File: src/rtl/felis_lsu_pkg.sv
// Shared types and constants for the load/store unit: width codes, FSM states
// and the word-alignment helper used for every memory address.
package felis_lsu_pkg;
  localparam int XLEN = 32;

  localparam logic [2:0] F3_B  = 3'b000;
  localparam logic [2:0] F3_H  = 3'b001;
  localparam logic [2:0] F3_W  = 3'b010;
  localparam logic [2:0] F3_BU = 3'b100;
  localparam logic [2:0] F3_HU = 3'b101;

  typedef enum logic [1:0] {
    S_IDLE  = 2'd0,
    S_READ  = 2'd1,
    S_WRITE = 2'd2,
    S_RESP  = 2'd3
  } lsu_state_t;

  function automatic logic [XLEN-1:0] word_addr(input logic [XLEN-1:0] addr);
    return {addr[XLEN-1:2], 2'b00};
  endfunction
endpackage

File: src/rtl/lsu_lane_align.sv
// Combinational lane logic: load extraction/extension, store byte/half merge,
// and the alignment/width legality checks for one access.
module lsu_lane_align
  import felis_lsu_pkg::*;
(
  input  logic [2:0]      funct3_i,
  input  logic [1:0]      addr_i,
  input  logic [XLEN-1:0] mem_word_i,
  input  logic [XLEN-1:0] wdata_i,
  output logic [XLEN-1:0] load_value_o,
  output logic [XLEN-1:0] merged_word_o,
  output logic            misaligned_o,
  output logic            illegal_o
);
  logic [7:0]  byte_sel;
  logic [15:0] half_sel;

  always_comb begin
    byte_sel = mem_word_i[{addr_i, 3'b000} +: 8];
    half_sel = addr_i[1] ? mem_word_i[31:16] : mem_word_i[15:0];

    load_value_o = '0;
    case (funct3_i)
      F3_B:    load_value_o = {{24{byte_sel[7]}}, byte_sel};
      F3_BU:   load_value_o = {24'h0, byte_sel};
      F3_H:    load_value_o = {{16{half_sel[15]}}, half_sel};
      F3_HU:   load_value_o = {16'h0, half_sel};
      F3_W:    load_value_o = mem_word_i;
      default: load_value_o = '0;
    endcase

    // Only the addressed lane changes; the rest of the word is written back as read.
    merged_word_o = mem_word_i;
    if (funct3_i[1:0] == 2'b00)
      merged_word_o[{addr_i, 3'b000} +: 8] = wdata_i[7:0];
    else if (funct3_i[1:0] == 2'b01)
      merged_word_o[{addr_i[1], 4'b0000} +: 16] = wdata_i[15:0];
    else
      merged_word_o = wdata_i;

    misaligned_o = ((funct3_i == F3_H || funct3_i == F3_HU) && addr_i[0]) ||
                   (funct3_i == F3_W && addr_i != 2'b00);
    illegal_o    = (funct3_i == 3'b011) || (funct3_i[2:1] == 2'b11);
  end
endmodule

File: src/rtl/load_store_unit.sv
// Load/store stage: one access at a time, read-modify-write for sub-word stores,
// all faults folded into resp_error. Handshakes: a transfer happens on a rising
// clk edge where valid and ready are both high; valid, once raised, holds its payload stable until that edge.
module load_store_unit
  import felis_lsu_pkg::*;
(
  input  logic            clk,
  input  logic            reset,
  input  logic            req_valid,
  output logic            req_ready,
  input  logic            req_store,
  input  logic [2:0]      req_funct3,
  input  logic [XLEN-1:0] req_addr,
  input  logic [XLEN-1:0] req_wdata,
  output logic            resp_valid,
  input  logic            resp_ready,
  output logic [XLEN-1:0] resp_data,
  output logic            resp_error,
  output logic [XLEN-1:0] mem_in_addr,
  output logic [XLEN-1:0] mem_in_data,
  output logic            mem_in_valid,
  input  logic            mem_in_ready,
  output logic [XLEN-1:0] mem_out_addr,
  output logic            mem_out_valid,
  input  logic [XLEN-1:0] mem_out_data,
  input  logic            mem_out_ready,
  input  logic            mem_addr_error,
  output lsu_state_t      dbg_state
);
  lsu_state_t      state_q;
  logic            store_q;
  logic [2:0]      funct3_q;
  logic [1:0]      lane_q;
  logic [XLEN-1:0] wdata_q;
  logic            resp_valid_q, resp_error_q;
  logic [XLEN-1:0] resp_data_q;
  logic            mem_in_valid_q, mem_out_valid_q;
  logic [XLEN-1:0] mem_in_addr_q, mem_in_data_q, mem_out_addr_q;

  logic [2:0]      al_funct3;
  logic [1:0]      al_lane;
  logic [XLEN-1:0] load_value, merged_word;
  logic            misaligned, illegal, reject;

  // In IDLE the checker looks at the live request; afterwards at the latched one.
  assign al_funct3 = (state_q == S_IDLE) ? req_funct3 : funct3_q;
  assign al_lane   = (state_q == S_IDLE) ? req_addr[1:0] : lane_q;
  assign reject    = illegal || misaligned || (req_store && req_funct3[2]);

  lsu_lane_align u_align (
    .funct3_i      (al_funct3),
    .addr_i        (al_lane),
    .mem_word_i    (mem_out_data),
    .wdata_i       (wdata_q),
    .load_value_o  (load_value),
    .merged_word_o (merged_word),
    .misaligned_o  (misaligned),
    .illegal_o     (illegal)
  );

  always_ff @(posedge clk) begin
    if (reset) begin
      state_q         <= S_IDLE;
      store_q         <= 1'b0;
      funct3_q        <= '0;
      lane_q          <= '0;
      wdata_q         <= '0;
      resp_valid_q    <= 1'b0;
      resp_error_q    <= 1'b0;
      resp_data_q     <= '0;
      mem_in_valid_q  <= 1'b0;
      mem_out_valid_q <= 1'b0;
      mem_in_addr_q   <= '0;
      mem_in_data_q   <= '0;
      mem_out_addr_q  <= '0;
    end else begin
      case (state_q)
        S_IDLE: begin
          if (req_valid) begin
            store_q  <= req_store;
            funct3_q <= req_funct3;
            lane_q   <= req_addr[1:0];
            wdata_q  <= req_wdata;
            if (reject) begin
              resp_error_q <= 1'b1;
              resp_valid_q <= 1'b1;
              state_q      <= S_RESP;
            end else if (req_store && req_funct3 == F3_W) begin
              mem_in_valid_q <= 1'b1;
              mem_in_addr_q  <= word_addr(req_addr);
              mem_in_data_q  <= req_wdata;
              state_q        <= S_WRITE;
            end else begin
              mem_out_valid_q <= 1'b1;
              mem_out_addr_q  <= word_addr(req_addr);
              state_q         <= S_READ;
            end
          end
        end
        S_READ: begin
          if (mem_out_ready) begin
            mem_out_valid_q <= 1'b0;
            if (mem_addr_error) begin
              resp_error_q <= 1'b1;
              resp_valid_q <= 1'b1;
              state_q      <= S_RESP;
            end else if (store_q) begin
              mem_in_valid_q <= 1'b1;
              mem_in_addr_q  <= mem_out_addr_q;
              mem_in_data_q  <= merged_word;
              state_q        <= S_WRITE;
            end else begin
              resp_data_q  <= load_value;
              resp_valid_q <= 1'b1;
              state_q      <= S_RESP;
            end
          end
        end
        S_WRITE: begin
          if (mem_in_ready) begin
            mem_in_valid_q <= 1'b0;
            resp_error_q   <= mem_addr_error;
            resp_valid_q   <= 1'b1;
            state_q        <= S_RESP;
          end
        end
        S_RESP: begin
          if (resp_ready) begin
            resp_valid_q <= 1'b0;
            resp_error_q <= 1'b0;
            resp_data_q  <= '0;
            state_q      <= S_IDLE;
          end
        end
        default: state_q <= S_IDLE;
      endcase
    end
  end

  assign req_ready     = (state_q == S_IDLE);
  assign resp_valid    = resp_valid_q;
  assign resp_data     = resp_data_q;
  assign resp_error    = resp_error_q;
  assign mem_in_valid  = mem_in_valid_q;
  assign mem_in_addr   = mem_in_addr_q;
  assign mem_in_data   = mem_in_data_q;
  assign mem_out_valid = mem_out_valid_q;
  assign mem_out_addr  = mem_out_addr_q;
  assign dbg_state     = state_q;
endmodule

File: config.mk
export PLATFORM = sky130hd
export DESIGN_NAME = load_store_unit
export DESIGN_NICKNAME = d
export VERILOG_FILES = /design/src/rtl/felis_lsu_pkg.sv /design/src/rtl/lsu_lane_align.sv /design/src/rtl/load_store_unit.sv
export SDC_FILE = /design/constraint.sdc
export NUM_CORES = 1
export LEC_CHECK = 0
export ABC_AREA = 1
export CAP_MARGIN = 25
export CORE_ASPECT_RATIO = 0.75
export CORE_MARGIN = 4
export CORE_UTILIZATION = 47
export CTS_CLUSTER_SIZE = 14
export DETAILED_ROUTE_END_ITERATION = 10
export DONT_BUFFER_PORTS = 1
export GPL_TIMING_DRIVEN = 1
export SLEW_MARGIN = 20
export SYNTH_ARGS = -nofsm -noshare
export SYNTH_HDL_FRONTEND = slang
export SYNTH_SLANG_ARGS = --single-unit
export TNS_END_PERCENT = 1
File: constraint.sdc
create_clock -name clk -period 3.25 [get_ports clk]
set_input_delay 0.4875 -clock clk [delete_from_list [all_inputs] [get_ports clk]]
set_output_delay 0.4875 -clock clk [all_outputs]
set_load 0.03 [all_outputs]
==> key figures, run 1 <==
GRT
  – Total overflow reported by the global router: 0
  – Via count of the first global-routing pass: 8,787
  – Total track usage: 28.3%
  – Number of antenna violations at the first check in global routing: 0
  – Pin count of the biggest net entering global routing: 66
  – Wire length of the first global-routing pass: 52.3 mm

Floorplanning
  – Num ports: 242
  – Total Die Area: 23,000 µm²
  – Number of core rows: 45
  – Horizontal die dimension: 174 µm
  – Initial Util: 47.9%
  – Overall die height: 132 µm
  – Core region area: 20,300 µm²

Layout
  – Signed area change from the synthesized netlist to the final layout: 7.58%
  – Layout net count: 1,728
  – Diode count: 0
  – Fraction of final layout cells sized beyond drive strength 1: 5.17%

Min path
  – Startpoint of the most critical hold path: reset
  – Hold EP: mem_out_addr[21]$_SDFFE_PP0P_
  – Hold path depth: 1
  – Kind of path behind the tightest hold check: in -> reg

Power
  – Largest vdd supply drop: 0.791 mV
  – Power density over the cells: 1180 nW/µm²
  – Total leakage power: 5.08 nW

Worst setup path
  – Nature of the critical path endpoint: flip-flop
  – Required time of the worst setup path: 3.62 ns
  – Ordered list of cells on the worst path: inv_1, ha_1, inv_2, nand2_1, nand2_1, buf_4, ha_1, clkinv_1, nor2_1, nand2_1, nand3_1, nand3_1, nand2_1, nor2_1, nor2_1
  – Kind of cell adding the most delay to the critical path: simple AND/OR/NAND/NOR gates
  – Critical-path top delay cell: sky130_fd_sc_hd__nor2_1
  – Combined buffer and inverter count along the critical path: 4
  – Setup slack, reg-to-reg: 0.25 ns
  – Category of the worst setup path launch point: flip-flop
  – FF-to-FF path depth: 15
  – Crit Path Category: reg -> reg
  – Highest net fanout along the worst path: 33
  – Signal arrival time at the worst endpoint: 3.37 ns
  – Max incr delay on CP: 0.48 ns
  – Startpoint of the worst register-to-register path: dbg_state[0]$_SDFFE_PP0P_
  – Worst r2r dst: mem_in_data[15]$_SDFFE_PP0P_
  – Most numerous cell on the critical path: sky130_fd_sc_hd__nand2_1

CTS
  – Clock network latency to the later pin of the worst-skew pair: 0.43 ns
  – Sink count of the clock tree: 168
  – Post-CTS clock slew at the launch and capture registers of the worst setup and hold paths: 0.07 ns
  – Clock tree root driver cell: sky130_fd_sc_hd__clkbuf_16
  – Number of post-CTS setup repair buffers: 0
  – Clock tree from TritonCTS: built
  – Max Root-Sink Buffers: 2
  – Total clock buffers created by CTS: 17
  – Number of H-tree levels: 4

Logic synthesis
  – Count of distinct cell types in the synthesized netlist: 30
  – Cell count after synthesis: 1,663
  – Average cell area after synthesis: 5.84 µm²
  – Sequential fraction of the synthesis area: 34.7%
  – Flip-flop and latch count after synthesis: 168
  – Post-synth design cell area: 9700 µm²
  – Cells taking the most area after synthesis: sky130_fd_sc_hd__dfxtp_1, sky130_fd_sc_hd__nand2_1, sky130_fd_sc_hd__nor2_1, sky130_fd_sc_hd__nand3_1, sky130_fd_sc_hd__a21oi_1
  – Cell taking the most area after synthesis: sky130_fd_sc_hd__dfxtp_1
  – Area share of the largest cell type after synthesis: 34.7%
  – Ys Warns: 0

Timing
  – Final setup fails: 0
  – Worst hold margin: 0.122 ns
  – Fin. Hold Viols: 0
  – Count of final max-slew check failures: 0
  – Unrepaired setup endpoints after global routing: no
  – Transition time of the tightest slew-check pin: 0.846 ns
  – Final min period: 3.00 ns
  – Final TNS setup: 0 ns
  – Peak clock frequency supported by timing: 0.333 GHz
  – Headroom to the max-slew limit: 43.5%
  – Period utilization: 92.3%
  – Worst Clk Skew: 0.0139 ns

Placed design
  – Routability cong.: 0.996
  – Port Buf Inserts: 0
  – HPWL after detailed placement: 24.2 mm

Drt
  – Detailed-route wire length on metal 1: 15.6 mm
  – Met2 wire len: 13.7 mm
  – Number of DRC violations after detailed routing: 0
  – Highest signal layer in the routed design: met4
  – DRT Pass-1 Iters: 6
  – Mean routed wirelength per cell: 17.9 µm
  – Routed length on met3: 3.94 mm
  – Total Wirelength: 33.6 mm
  – Post-detailed-route count of antenna-violating nets: 0
  – Drt via density: 5.32
  – 1st-iter DRT viols: 863
  – Vias: 10,000

Run status
  – Outcome: complete, no violations

Flow run
  – Max-capacitance violation count: 0
## logic make-up (layout without fill, tap and decap cells)
| family | count (synthesis) | count (layout) | synth area share [%] |
|---|---|---|---|
| simple gates | 1093 | 1093 | 45.3 |
| compound gates | 166 | 166 | 8.72 |
| other cells | 1 | 4 | 0.0386 |
| buf+inv | 227 | 186 | 10.2 |
| fa+ha+maj | 8 | 8 | 1.03 |
| flops | 168 | 168 | 34.7 |
## flip-flops by register name, indices dropped and copies added, names as in the netlist, 2 cells and up
register / cells
mem_out_addr: 30
dbg_state: 2
wdata_q: 32
funct3_q: 3
mem_in_data: 32
lane_q: 2
resp_data: 32
mem_in_addr: 30
## worst max path at each step
stage,start,to,slack [ns],cells past startpoint
final,dbg_state[0]$_SDFFE_PP0P_,mem_in_data[15]$_SDFFE_PP0P_,0.25,15
after global routing,dbg_state[0]$_SDFFE_PP0P_,mem_in_data[13]$_SDFFE_PP0P_,0.004,15
after CTS,dbg_state[0]$_SDFFE_PP0P_,mem_in_addr[12]$_SDFFE_PP0P_,0.30,15
after detailed placement,dbg_state[0]$_SDFFE_PP0P_,mem_in_addr[12]$_SDFFE_PP0P_,0.32,15
after global placement,dbg_state[0]$_SDFFE_PP0P_,mem_in_data[25]$_SDFFE_PP0P_,0.42,14
after floorplan,dbg_state[0]$_SDFFE_PP0P_,mem_in_addr[10]$_SDFFE_PP0P_,0.03,19
## power by group
| group | leakage (nW) | total [mW] | internal, mW | switching, mW |
|---|---|---|---|---|
| combinational | 3.40 | 5.73 | 1.71 | 4.01 |
| clock | 0.309 | 2.25 | 1.31 | 0.939 |
| sequential | 1.37 | 4.30 | 2.74 | 1.55 |
## routing by layer
metal | global-route usage, % | up-vias
met2 | 39.3 | 445
met5 | 0 | -
met3 | 9.94 | 26
met4 | 4.79 | 0
li1 | - | 5044
met1 | 42.6 | 4505
## through the flow
| step | setup WS, ns | power [mW] | instance area (µm²) | cells | utilization [%] |
|---|---|---|---|---|---|
| after detailed placement | 0.320 | 9.96 | 9800 | 1852 | 48.4 |
| after floorplan | 0.0282 | 8.49 | 9720 | 1666 | - |
| after global placement | 0.416 | 9.94 | 9800 | 1852 | 48.4 |
| final | 0.250 | 12.3 | 10400 | 1883 | 51.5 |
| after CTS | 0.296 | 12.2 | 10400 | 1883 | 51.5 |
| after global routing | 0.00357 | 13.2 | 10400 | 1883 | 51.5 |
## synth_stat cells (all sizes together)
cell and n:
a21oi 106, conb 1, a21boi 1, a31oi 3, nor3b 2, nand3b 11
ha 8, clkbuf 39, nand4 2, clkinv 3, o211ai 2, a31o 1
inv 119, dfxtp 168, nor3 6, nor2 212, buf 66, o21ai 53
nand2 703, nand3 157
## placed cells by master (no fill, tap or decap), types with 5 or more instances in the layout
master / Yosys / routed
sky130_fd_sc_hd__o21ai_0: 53 / 53
sky130_fd_sc_hd__clkbuf_16: 0 / 17
sky130_fd_sc_hd__inv_6: 0 / 5
sky130_fd_sc_hd__nand3b_1: 11 / 11
sky130_fd_sc_hd__nor3_1: 6 / 6
sky130_fd_sc_hd__ha_1: 8 / 7
sky130_fd_sc_hd__inv_2: 5 / 7
sky130_fd_sc_hd__nand2_1: 700 / 699
sky130_fd_sc_hd__dfxtp_1: 168 / 168
sky130_fd_sc_hd__buf_4: 12 / 30
sky130_fd_sc_hd__a21oi_1: 106 / 106
sky130_fd_sc_hd__nor2_1: 210 / 208
sky130_fd_sc_hd__inv_1: 114 / 112
sky130_fd_sc_hd__nand3_1: 155 / 155
## final cells by class
cell class,instances,area [µm²]
Clock buffer,17,425
Multi-Input combinational cell,1271,5380
Tap cell,258,323
Clock inverter,14,208
Fill cell,2142,9830
Timing Repair Buffer,33,285
Sequential cell,168,3360
Inverter,122,458
## worst reg2reg max path: cells and delay by family, from the launching register on
family,cells,cell delay [ns]
adders and majority gates,2,0.51
DFF,1,0.33
buffers and inverters,4,0.79
and+or+nand+nor,9,1.30
## timing repair
action / CTS / global route
gates resized for setup: 0 / 1
hold buffers: 0 / 0
setup endpoints to repair: 0 / 1
Power figures use the tool's default switching activity.
==> inputs of run 2 (changes only) <==
==> constraint.sdc (replaced) <==
create_clock -name clk -period 3.25 [get_ports clk]
set_input_delay 0.65 -clock clk [delete_from_list [all_inputs] [get_ports clk]]
set_output_delay 0.65 -clock clk [all_outputs]
set_load 0.03 [all_outputs]
==> key figures, run 2 (synthesis gave the netlist of run 1 again) <==
Worst setup path
  – Kind of cell adding the most delay to the critical path: simple AND/OR/NAND/NOR gates
  – Category of the worst setup path launch point: flip-flop
  – Critical-path top delay cell: sky130_fd_sc_hd__nor3_1
  – Combined buffer and inverter count along the critical path: 3
  – Highest net fanout along the worst path: 12
  – Crit Path Category: reg -> reg
  – Ordered list of cells on the worst path: inv_1, ha_1, inv_2, nand2_1, nand2_1, ha_1, inv_1, nor3_1, nand2_1, nand3_1, nand2_1, o21ai_0, nor2_1, nor2_1
  – Required time of the worst setup path: 3.62 ns
  – Most numerous cell on the critical path: sky130_fd_sc_hd__nand2_1
  – Nature of the critical path endpoint: flip-flop
  – Max incr delay on CP: 0.46 ns
  – Signal arrival time at the worst endpoint: 3.32 ns

Power
  – Relative contribution of sequential cells to total power: 35.1%
  – Switching part of the total: 54.2%
  – Comb pwr share: 47.4%
  – Clk pwr share: 17.5%
  – Total leakage power: 5.08 nW
  – Switching power: 6.62 mW
  – Power density over the cells: 1170 nW/µm²
  – Largest vdd supply drop: 0.945 mV
  – Design internal power: 5.59 mW
  – Total power of the final layout: 12.2 mW

CTS
  – Max Root-Sink Buffers: 2
  – # hold bufs at CTS: 0
  – Clock tree from TritonCTS: built
  – Number of H-tree levels: 4
  – Clock tree root driver cell: sky130_fd_sc_hd__clkbuf_16
  – Sink count of the clock tree: 168
  – Post-CTS clock slew at the launch and capture registers of the worst setup and hold paths: 0.08 ns
  – Total clock buffers created by CTS: 17
  – Number of post-CTS setup repair buffers: 0
  – Clock network latency to the later pin of the worst-skew pair: 0.43 ns

Layout
  – Commonest cells after routing, fill and taps aside: sky130_fd_sc_hd__nand2_1, sky130_fd_sc_hd__nor2_1, sky130_fd_sc_hd__dfxtp_1
  – Fill cells: 2,193
  – Fraction of final layout cells sized beyond drive strength 1: 5.35%
  – Combined area of the multi-input logic cells: 5390 µm²
  – Final instance count without filler cells: 1,885
  – Diode count: 0
  – Commonest non-fill, non-tap cell in the layout: sky130_fd_sc_hd__nand2_1
  – Layout net count: 1,729
  – Reg area: 3360 µm²
  – Final standard cell utilization of the core: 51.5%
  – Signed area change from the synthesized netlist to the final layout: 7.56%
  – Finished layout cell area: 10,400 µm²

GRT
  – Pin count of the biggest net entering global routing: 66
  – Total overflow reported by the global router: 0
  – Wire length of the first global-routing pass: 52.3 mm
  – Via count of the first global-routing pass: 8,940
  – Total track usage: 28.1%
  – Number of antenna violations at the first check in global routing: 0

Floorplanning
  – Num ports: 242
  – Number of core rows: 45
  – Horizontal die dimension: 174 µm
  – Initial Util: 47.9%
  – Total Die Area: 23,000 µm²
  – Overall die height: 132 µm
  – Core region area: 20,300 µm²

Drt
  – Number of DRC violations after detailed routing: 0
  – Total Wirelength: 33.9 mm
  – Mean routed wirelength per cell: 18.0 µm
  – Drt via density: 5.36
  – 1st-iter DRT viols: 999
  – Post-detailed-route count of antenna-violating nets: 0
  – DRT Pass-1 Iters: 6
  – Vias: 10,100

Flow run
  – Max-capacitance violation count: 0

Timing
  – Worst Clk Skew: 0.0147 ns
  – Headroom to the max-slew limit: 47.3%
  – Worst hold margin: 0.284 ns
  – Peak clock frequency supported by timing: 0.338 GHz
  – Count of final max-slew check failures: 0
  – Post-route worst setup slack: 0.291 ns
  – Final TNS setup: 0 ns
  – Final min period: 2.96 ns
  – Final setup fails: 0
  – Unrepaired setup endpoints after global routing: no
  – Transition time of the tightest slew-check pin: 0.788 ns
  – Fin. Hold Viols: 0
  – Period utilization: 91.0%

Placed design
  – HPWL after detailed placement: 23.8 mm
  – Post-Place Cell Area: 9800 µm²
  – Port Buf Inserts: 0
  – Routability cong.: 0.969
  – Number of instances in the placed design: 1,852
  – Post-placement setup slack: 0.269 ns

Min path
  – Kind of path behind the tightest hold check: in -> reg

Run status
  – Outcome: complete, no violations
## run 2: cell count changes in the layout (fill, tap and decap cells not counted), moves of 2 or more
cell / previous run / this run
sky130_fd_sc_hd__bufinv_16: 4 / 1
sky130_fd_sc_hd__clkinv_4: 1 / 3
sky130_fd_sc_hd__clkinv_8: 0 / 3
sky130_fd_sc_hd__inv_6: 5 / 3
sky130_fd_sc_hd__inv_8: 2 / 4
## run 2: layer usage
| layer | up-vias | wire length [µm] | track usage, % |
|---|---|---|---|
| met3 | 34 | 3960 | 9.03 |
| met1 | 4516 | 15700 | 42.6 |
| met2 | 486 | 13600 | 38.9 |
| li1 | 5065 | - | - |
| met4 | 0 | 541 | 5.89 |
| met5 | - | 0 | 0 |
## run 2: worst paths after layout
path / start / cells past startpoint / to / slack, ns
setup / recovery: dbg_state[0]$_SDFFE_PP0P_ / 14 / mem_in_data[21]$_SDFFE_PP0P_ / 0.29
setup reg to reg: dbg_state[0]$_SDFFE_PP0P_ / 14 / mem_in_data[21]$_SDFFE_PP0P_ / 0.29
hold / removal: reset / 1 / mem_out_addr[21]$_SDFFE_PP0P_ / 0.28
hold reg to reg: funct3_q[2]$_SDFFE_PP0P_ / 2 / funct3_q[2]$_SDFFE_PP0P_ / 0.45
## run 2: area by class of cell
cell class              instances  share of cell area, %
repair buffers                 33                   2.73
clock buffers                  18                   4.21
flip-flops and latches        168                   32.2
well taps                     258                   3.09
clock inverters                14                   1.69
multi-input cells            1272                   51.7
inverters                     122                   4.39
## run 2: worst reg2reg max path: cells and delay by family, from the launching register on
kind                       cells  cell delay [ns]
AOI/OAI and AO/OA              1             0.39
and+or+nand+nor                8             1.17
buffers and inverters          3             0.37
DFF                            1             0.31
adders and majority gates      2             0.62
## run 2: repair_timing
item / in CTS / in global routing
resized for setup: 0 / 2
setup endpoints to repair: 0 / 34
hold endpoints to repair: 0 / 0
## run 2: power groups by stage
stage               Sequential (mW)  Clock (mW)  Combinational (mW)
floorplan                      4.20           0                4.28
global placement               4.35           0                5.62
detailed placement             4.35           0                5.62
CTS                            4.31        2.18                5.66
global route                   4.38        2.25                6.55
finish                         4.29        2.14                5.79
==> inputs of run 3 (changes only) <==
Settings changed: CORE_UTILIZATION 47 to 40.
==> key figures, run 3 (synthesis gave the netlist of run 1 again) <==
Timing
  – Post-route worst setup slack: 0.308 ns
  – Period utilization: 90.5%
  – Worst Clk Skew: 0.0111 ns
  – Final setup fails: 0
  – Transition time of the tightest slew-check pin: 0.869 ns
  – Final TNS setup: 0 ns
  – Headroom to the max-slew limit: 41.9%
  – Fin. Hold Viols: 0
  – Peak clock frequency supported by timing: 0.340 GHz
  – Count of final max-slew check failures: 0
  – Final min period: 2.94 ns
  – Unrepaired setup endpoints after global routing: no

Worst setup path
  – Ordered list of cells on the worst path: inv_1, ha_1, buf_4, nand2_1, nand2_1, buf_4, ha_1, clkinv_1, nor2_2, nand2_1, a21oi_1, nor2_1, nor2_1, nor2_1, nor2_1
  – Setup slack, reg-to-reg: 0.31 ns
  – Required time of the worst setup path: 3.62 ns
  – Signal arrival time at the worst endpoint: 3.32 ns
  – Category of the worst setup path launch point: flip-flop
  – Highest net fanout along the worst path: 16
  – Crit Path Category: reg -> reg
  – Most numerous cell on the critical path: sky130_fd_sc_hd__nor2_1
  – Max incr delay on CP: 0.34 ns
  – Nature of the critical path endpoint: flip-flop
  – Combined buffer and inverter count along the critical path: 4
  – Kind of cell adding the most delay to the critical path: simple AND/OR/NAND/NOR gates
  – Critical-path top delay cell: sky130_fd_sc_hd__nor2_2

Floorplanning
  – Overall die height: 143 µm
  – Total Die Area: 26,800 µm²
  – Horizontal die dimension: 188 µm
  – Initial Util: 40.6%
  – Num ports: 242
  – Number of core rows: 49
  – Core region area: 23,900 µm²

Layout
  – Commonest cells after routing, fill and taps aside: sky130_fd_sc_hd__nand2_1, sky130_fd_sc_hd__nor2_1, sky130_fd_sc_hd__dfxtp_1
  – Diode count: 0
  – Fill cells: 2,667
  – Commonest non-fill, non-tap cell in the layout: sky130_fd_sc_hd__nand2_1
  – Final instance count without filler cells: 1,928
  – Finished layout cell area: 10,500 µm²
  – Layout net count: 1,724
  – Fraction of final layout cells sized beyond drive strength 1: 5.18%
  – Signed area change from the synthesized netlist to the final layout: 7.80%

GRT
  – Via count of the first global-routing pass: 8,828
  – Pin count of the biggest net entering global routing: 125
  – Total track usage: 25.1%
  – Number of antenna violations at the first check in global routing: 0
  – Total overflow reported by the global router: 0
  – Wire length of the first global-routing pass: 53.2 mm

Placed design
  – HPWL after detailed placement: 24.7 mm
  – Post-placement setup slack: 0.168 ns
  – Post-Place Cell Area: 9830 µm²
  – Port Buf Inserts: 0
  – Number of instances in the placed design: 1,896
  – Routability cong.: 0.986

Power
  – Power density over the cells: 1160 nW/µm²
  – Comb pwr share: 46.7%
  – Clk pwr share: 17.7%
  – Relative contribution of sequential cells to total power: 35.6%
  – Design internal power: 5.62 mW
  – Switching power: 6.53 mW
  – Switching part of the total: 53.7%
  – Total leakage power: 5.05 nW
  – Largest vdd supply drop: 0.663 mV
  – Total power of the final layout: 12.2 mW

Drt
  – 1st-iter DRT viols: 1,038
  – Post-detailed-route count of antenna-violating nets: 0
  – Vias: 10,100
  – Number of DRC violations after detailed routing: 0
  – DRT Pass-1 Iters: 6
  – Drt via density: 5.21
  – Total Wirelength: 35.0 mm
  – Mean routed wirelength per cell: 18.2 µm

CTS
  – Sink count of the clock tree: 168
  – Clock network latency to the later pin of the worst-skew pair: 0.44 ns
  – Number of post-CTS setup repair buffers: 0
  – Clock tree from TritonCTS: built
  – Post-CTS clock slew at the launch and capture registers of the worst setup and hold paths: 0.07 ns
  – Clock tree root driver cell: sky130_fd_sc_hd__clkbuf_16
  – Total clock buffers created by CTS: 17
  – Max Root-Sink Buffers: 2
  – Number of H-tree levels: 4

Flow run
  – Max-capacitance violation count: 0

Min path
  – Kind of path behind the tightest hold check: in -> reg

Run status
  – Outcome: complete, no violations
run 3: per-layer routing:
| layer | up-vias | share of wire, % | wire length, µm | GRT usage (%) |
|---|---|---|---|---|
| met3 | 47 | 11 | 4000 | 9.36 |
| met4 | 0 | 2.2 | 768 | 6.14 |
| met2 | 437 | 41 | 14400 | 34.8 |
| met5 | - | 0 | 0 | 0 |
| li1 | 5037 | - | - | - |
| met1 | 4533 | 45 | 15900 | 36.6 |
run 3: path summary, 6_finish.rpt:
kind | startpoint | endpoint | cells past startpoint
hold / removal | reset | mem_out_addr[12]$_SDFFE_PP0P_ | 1
setup / recovery | dbg_state[0]$_SDFFE_PP0P_ | mem_in_data[17]$_SDFFE_PP0P_ | 15
hold reg to reg | funct3_q[2]$_SDFFE_PP0P_ | funct3_q[2]$_SDFFE_PP0P_ | 2
setup reg to reg | dbg_state[0]$_SDFFE_PP0P_ | mem_in_data[17]$_SDFFE_PP0P_ | 15
run 3: power by group through the flow:
stage                     sequential (mW)  combinational, mW  clock (mW)
final                                4.33               5.68        2.15
after CTS                            4.34               5.60        2.19
after detailed placement             4.39               5.57           0
after global routing                 4.42               6.42        2.28
after global placement               4.39               5.55           0
after floorplan                      4.20               4.28           0
run 3: final cells by class:
class / count / area, µm² / area share, %
Inverter: 122 / 458 / 4.38
Clock inverter: 13 / 159 / 1.52
Multi-Input combinational cell: 1271 / 5390 / 51.5
Timing Repair Buffer: 29 / 255 / 2.44
Sequential cell: 168 / 3360 / 32.1
Clock buffer: 19 / 453 / 4.33
Tap cell: 306 / 383 / 3.66
run 3: repair_timing:
action | in CTS | in global routing
resized for setup | 0 | 5
hold buffers | 0 | 0
setup endpoints to repair | 0 | 58
run 3: metrics by stage:
stage               hold WS [ns]  utilization (%)
floorplan                  0.429                -
finish                     0.281             43.8
global placement           0.439             41.1
CTS                        0.260             43.7
detailed placement         0.445             41.1
global route               0.254             43.8
